## config.mk

```make
export PLATFORM = sky130hd
export DESIGN_NAME = approx_mul_seq
export DESIGN_NICKNAME = d
export VERILOG_FILES = /design/src/rtl/approx_mul_pkg.sv /design/src/rtl/approx_mul_pp_mask.sv /design/src/rtl/approx_mul_seq.sv
export SDC_FILE = /design/constraint.sdc
export NUM_CORES = 1
export LEC_CHECK = 0
export ABC_CLOCK_PERIOD_IN_PS = 5400
export BUFFER_PORTS_ARGS = -buffer_cell sky130_fd_sc_hd__buf_2
export CAP_MARGIN = 20
export CORE_ASPECT_RATIO = 0.75
export CORE_MARGIN = 5
export CORE_UTILIZATION = 59
export CTS_CLUSTER_DIAMETER = 100
export DETAILED_ROUTE_END_ITERATION = 12
export PLACE_DENSITY = 0.88
export SYNTH_ARGS = -nofsm -noshare
export SYNTH_HDL_FRONTEND = slang
export SYNTH_SLANG_ARGS = --single-unit
```

## constraint.sdc

```tcl
create_clock -name clk -period 5.4 [get_ports clk]
set_input_delay 0.54 -clock clk [delete_from_list [all_inputs] [get_ports clk]]
set_output_delay 0.54 -clock clk [all_outputs]
set_load 0.01 [all_outputs]
```

## src/rtl/approx_mul_pkg.sv

```systemverilog
`default_nettype none
// ============================================================================
// Module   : approx_mul_pkg
// Purpose  : Shared types and helpers for the sequential approximate
//            multiplier family (approx_mul_seq, approx_mul_pp_mask).
// Contents : state_t      - controller state encoding (IDLE, BUSY, DONE)
//            kw_of()      - width of a truncation level able to hold 0..2W
//            jw_of()      - width of a step counter that indexes 0..W-1
//            comp_const() - bias-compensation constant 2^(k-1), 0 < k < 2W
// Revision : 1.0 - initial release
// ============================================================================
package approx_mul_pkg;

  typedef enum logic [1:0] {
    IDLE = 2'd0,
    BUSY = 2'd1,
    DONE = 2'd2
  } state_t;

  // Width needed to represent any truncation level 0..2W.
  function automatic int kw_of(input int w);
    return $clog2(2 * w + 1);
  endfunction

  // Width of the multiplier-bit step counter; never less than one bit.
  function automatic int jw_of(input int w);
    return (w > 1) ? $clog2(w) : 1;
  endfunction

  // Half of the weight of the lowest kept column. Adding it centres the
  // truncation error around zero. Zero when nothing (k=0) or everything
  // (k>=2W) is dropped, since there is no error to centre in those cases.
  function automatic logic [63:0] comp_const(input int k, input int w);
    if (k > 0 && k < 2 * w) begin
      return 64'd1 << (k - 1);
    end
    return 64'd0;
  endfunction

endpackage : approx_mul_pkg
`default_nettype wire

```

## src/rtl/approx_mul_pp_mask.sv

```systemverilog
`default_nettype none
// ============================================================================
// Module   : approx_mul_pp_mask
// Purpose  : Combinational partial-product column mask. For the partial
//            product of multiplier bit j, multiplicand bit i lands in column
//            i+j; the bit is kept only when that column is >= k.
// Ports    : j    in  JW  multiplier bit index of the current partial product
//            k    in  KW  number of low product columns dropped (0..2W)
//            mask out W   bit i set when multiplicand bit i is kept
// Revision : 1.0 - initial release
// ============================================================================
module approx_mul_pp_mask
  import approx_mul_pkg::*;
#(
  parameter int W  = 8,
  parameter int KW = kw_of(W),
  parameter int JW = jw_of(W)
) (
  input  logic [JW-1:0] j,
  input  logic [KW-1:0] k,
  output logic [W-1:0]  mask
);

  // Compare in 32-bit unsigned so i+j cannot wrap for any legal W.
  for (genvar i = 0; i < W; i++) begin : g_col
    assign mask[i] = ((32'(i) + 32'(j)) >= 32'(k));
  end

endmodule : approx_mul_pp_mask
`default_nettype wire

```

## src/rtl/approx_mul_seq.sv

```systemverilog
`default_nettype none
// ============================================================================
// Module   : approx_mul_seq
// Purpose  : Sequential W x W unsigned multiplier, one multiplier bit per
//            cycle, with a per-operation approximation level. Partial-product
//            columns below trunc_k are dropped before accumulation.
// Ports    : clk       in  1   clock, rising edge
//            rst_n     in  1   asynchronous active-low reset
//            in_valid  in  1   a, b, trunc_k valid
//            in_ready  out 1   block can accept an operation
//            a         in  W   multiplicand, unsigned
//            b         in  W   multiplier, unsigned
//            trunc_k   in  KW  low product columns to drop (0 = exact,
//                              values above 2W saturate to 2W)
//            out_valid out 1   product valid
//            out_ready in  1   consumer accepts product
//            p         out 2W  approximate product
//            busy      out 1   operation in progress
// Options  : APPROX_MUL_ERRCOMP_EN - add 2^(k-1) bias compensation to the
//            result (saturating), registered with the result so latency
//            is unchanged.
// Timing   : accept edge is cycle 0; out_valid rises W cycles later and
//            holds with p until out_ready; in_ready returns on the
//            handshake edge.
// Revision : 1.0 - initial release
// ============================================================================
module approx_mul_seq
  import approx_mul_pkg::*;
#(
  parameter int W  = 8,
  parameter int KW = $clog2(2 * W + 1)
) (
  input  logic          clk,
  input  logic          rst_n,
  input  logic          in_valid,
  output logic          in_ready,
  input  logic [W-1:0]  a,
  input  logic [W-1:0]  b,
  input  logic [KW-1:0] trunc_k,
  output logic          out_valid,
  input  logic          out_ready,
  output logic [2*W-1:0] p,
  output logic          busy
);

  localparam int              JW     = jw_of(W);
  localparam int              PW     = 2 * W;
  localparam logic [KW-1:0]   K_MAX  = KW'(PW);
  localparam logic [JW-1:0]   J_LAST = JW'(W - 1);

  state_t          state;
  logic [W-1:0]    a_q;
  logic [W-1:0]    b_q;
  logic [KW-1:0]   k_q;
  logic [JW-1:0]   j;
  logic [PW-1:0]   acc;

  logic [KW-1:0]   k_sat;
  logic [W-1:0]    mask;
  logic [PW-1:0]   addend;
  logic [PW-1:0]   acc_next;
  logic [PW-1:0]   result;

  // Saturate the truncation level at accept; 2W already drops every column.
  assign k_sat = (trunc_k > K_MAX) ? K_MAX : trunc_k;

  approx_mul_pp_mask #(
    .W  (W),
    .KW (KW),
    .JW (JW)
  ) u_pp_mask (
    .j    (j),
    .k    (k_q),
    .mask (mask)
  );

  // Masked partial product for multiplier bit j, placed at column j.
  always_comb begin
    addend = '0;
    if (b_q[j]) begin
      addend = PW'(a_q & mask) << j;
    end
  end

  // Cannot overflow: the full sum is bounded by (2^W-1)^2 < 2^(2W).
  assign acc_next = acc + addend;

`ifdef APPROX_MUL_ERRCOMP_EN
  logic [63:0] comp_full;
  logic [PW:0] comp_sum;

  assign comp_full = comp_const(int'(k_q), W);
  assign comp_sum  = {1'b0, acc_next} + {1'b0, comp_full[PW-1:0]};
  assign result    = comp_sum[PW] ? {PW{1'b1}} : comp_sum[PW-1:0];
`else
  assign result = acc_next;
`endif

  always_ff @(posedge clk or negedge rst_n) begin
    if (!rst_n) begin
      state     <= IDLE;
      in_ready  <= 1'b1;
      out_valid <= 1'b0;
      p         <= '0;
      busy      <= 1'b0;
      acc       <= '0;
      j         <= '0;
      a_q       <= '0;
      b_q       <= '0;
      k_q       <= '0;
    end else begin
      case (state)
        IDLE: begin
          if (in_valid) begin
            a_q      <= a;
            b_q      <= b;
            k_q      <= k_sat;
            acc      <= '0;
            j        <= '0;
            state    <= BUSY;
            in_ready <= 1'b0;
            busy     <= 1'b1;
          end
        end

        BUSY: begin
          acc <= acc_next;
          if (j == J_LAST) begin
            // Final step: the result (with the last partial product and
            // any compensation) is captured directly into p.
            p         <= result;
            out_valid <= 1'b1;
            j         <= '0;
            state     <= DONE;
          end else begin
            j <= j + 1'b1;
          end
        end

        DONE: begin
          if (out_ready) begin
            out_valid <= 1'b0;
            in_ready  <= 1'b1;
            busy      <= 1'b0;
            state     <= IDLE;
          end
        end

        default: begin
          state     <= IDLE;
          in_ready  <= 1'b1;
          out_valid <= 1'b0;
          busy      <= 1'b0;
        end
      endcase
    end
  end

endmodule : approx_mul_seq
`default_nettype wire

```

==> reports/metrics.cfg <==
[synthesis]
async_reset_ff_frac=1.000
yosys_warnings=0
syn_inst=476
avgSynthCellArea_um2=8.611
synth_seq_area_share=0.3727
ys_types=62
synth_edf_count=0
synth_top_flop_cell=dfrtp_1
synth-seq-cells=61
synth_area_um2=4099
synthesis.nets=547

[sta]
slew_headroom=0.3906
fin_crit_sh=0.8538
finalCriticalPeriod_ps=4610
fmaxAchievable_mhz=216.9
setup_ws_ps=789.7
drv_slew=0
rsz0062_at_grt=no
finalHoldViolCount=0
setup_tns_ps=0
tightest_slew_ps=911.9
setup-violations-final=0
clock-skew-final_ps=13.64

[global_route]
grt.total_usage=0.2491
antenna_found_initial=0
grt_pass1_vias=3441
grt-ovfl-total=0
grt_start_max_net_pins=62
grt_pass1_wl_mm=17.17

[worst_setup_path]
criticalPathCategory=flop to flop
cp_slowest_stage_delay_ps=470
cp_max_fo=15
end_kind=flop
path_cells=inv_1, ha_1, xor2_1, inv_1, ha_1, o21a_1, o21ai_0, a21oi_1, nand3_1, o31a_1, o221ai_1, a2bb2oi_1, ha_1, nand4_1, o22ai_1, or4_1, a21o_1, a31oi_4, xor2_1, o21ai_1
path_common_cell=ha_1
crit_family=compound AO/OA/AOI/OAI gates
worstPathArrival_ps=4810
cpMaxStageDelayCell=or4_1
critical_path_required_ps=5600
critPathLaunchType=flop
timing.critical_path.buf_inv=2

[route]
via_per_inst=6.038
dr.first_iter.drc_count=257
num_vias=3635
first_pass_iters=5
drt-total-wl_mm=10.20
drc=0
postRouteAntennaNets=0
wire_per_inst_um=16.95

[run]
drv_cap=0

[placed_design]
post-place-ws_ps=874.0
portBuffers=43
dp_hpwl_mm=7.230
dp.cells=585
gp_routability_congestion=0.9953

[power_and_ir_drop]
vdd_drop_max_mv=0.3244
total_power_mw=2.957
p_leak_nw=2.279
power_density_nw_per_um2=643.0

[floorplan]
die_h_um=82.19
dieArea_um2=8732
num_io_pins=44
core_um2=6799
die_x_um=106.2
rows=26
start_util=0.6029

[clock_network]
clkLatencyLatePin_ps=340
root_buffer=clkbuf_8
clock_sinks=61
cts.repair.resized=0
post-cts-setup-buffers=0
numCtsBuffers=9
ctsHoldBuffers=0
cts_tree=built
cts_htree_levels=3
clockBufferDepth=2
path_clk_slew_ps=80

[final_layout]
nets=585
fin_cells=602
layout_commonest_cell=nand2_1
final_cell_mix=95 x nand2_1, 60 x dfrtp_1, 50 x o21ai_0
n_antenna_cell=0
drive_gt1_frac=0.1544
final_core_util=0.6763
area_delta_synth_final_pct=12.18

[run_status]
outcome=complete, no violations

[hold_path]
worstHoldPathType=input port to async pin

## layout make-up
| class | count | area [um2] |
|---|---|---|
| multi-input cells | 375 | 2401 |
| fillers | 563 | 2201 |
| flip-flops and latches | 61 | 1528 |
| repair buffers | 51 | 290.3 |
| clock buffers | 11 | 141.4 |
| well taps | 84 | 105.1 |
| clock inverters | 4 | 72.57 |
| inverters | 16 | 60.06 |
## metal layers
| layer | share of wire | vias up | global-route usage | wire [um] |
|---|---|---|---|---|
| met5 | 0 | - | 0 | 0 |
| met4 | 0.020 | 0 | 0.08409 | 201 |
| met3 | 0.069 | 23 | 0.04662 | 699 |
| met2 | 0.44 | 147 | 0.3881 | 4464 |
| met1 | 0.47 | 1722 | 0.3531 | 4836 |
| li1 | - | 1743 | - | - |
## flip-flops by register name, summed over array words and instances, names as in the netlist
signal	count
busy	1
k_q	5
b_q	8
a_q	8
acc	16
state	2
out_valid	1
in_ready	1
j	3
p	16
## cells in the mapped netlist (3+ instances only)
library cell,n,area share
nand2_1,95,0.087
dfrtp_1,60,0.37
o21ai_0,50,0.061
ha_1,45,0.14
a21oi_1,27,0.033
nor2_1,27,0.025
nand3_1,18,0.022
clkbuf_1,17,0.016
inv_1,15,0.014
xnor2_1,10,0.021
a21o_1,9,0.016
nand2b_1,7,0.011
nor3_1,7,0.0085
mux2i_1,5,0.012
xor2_1,5,0.011
and3_1,4,0.0061
nand3b_1,4,0.0073
nor2b_1,4,0.0061
o31ai_1,4,0.0073
a211oi_1,3,0.0055
a31oi_1,3,0.0046
mux2_2,3,0.0082
nand4_1,3,0.0046
o21bai_1,3,0.0055
o22ai_1,3,0.0046
## metrics by stage
stage	area [um2]	hold WS [ps]
finish	4598	362.6
global route	4598	386.4
CTS	4568	382.2
detailed placement	4354	464.6
global placement	4354	456.7
floorplan	4099	244.4
## kinds of logic (layout without fill, tap and decap cells)
group / Yosys count / count (layout) / share of synthesized area
mux: 9 / 9 / 0.02595
flops: 61 / 61 / 0.3727
compound gates: 125 / 125 / 0.1883
buf+inv: 40 / 82 / 0.04212
fa+ha+maj: 46 / 46 / 0.1422
simple gates: 180 / 180 / 0.1966
xor+xnor: 15 / 15 / 0.03205
## final timing paths
| kind | endpoint | depth (start not counted) | start | slack [ps] |
|---|---|---|---|---|
| min reg2reg | p[2] | 2 | p[2] | 470 |
| min | acc[0] | 2 | rst_n | 360 |
| max | p[15] | 20 | j[1] | 790 |
| max reg2reg | p[15] | 20 | j[1] | 790 |
| min in group clk | b_q[1] | 3 | b[1] | 390 |
| max in group asynchronous | p[7] | 2 | rst_n | 4490 |
## power by group
group	switching (mW)	internal (mW)	total, mW
Sequential	0.137	0.655	0.792
Clock	0.181	0.269	0.450
Combinational	1.06	0.651	1.71
Total	1.38	1.58	2.96
Power figures use the tool's default switching activity.
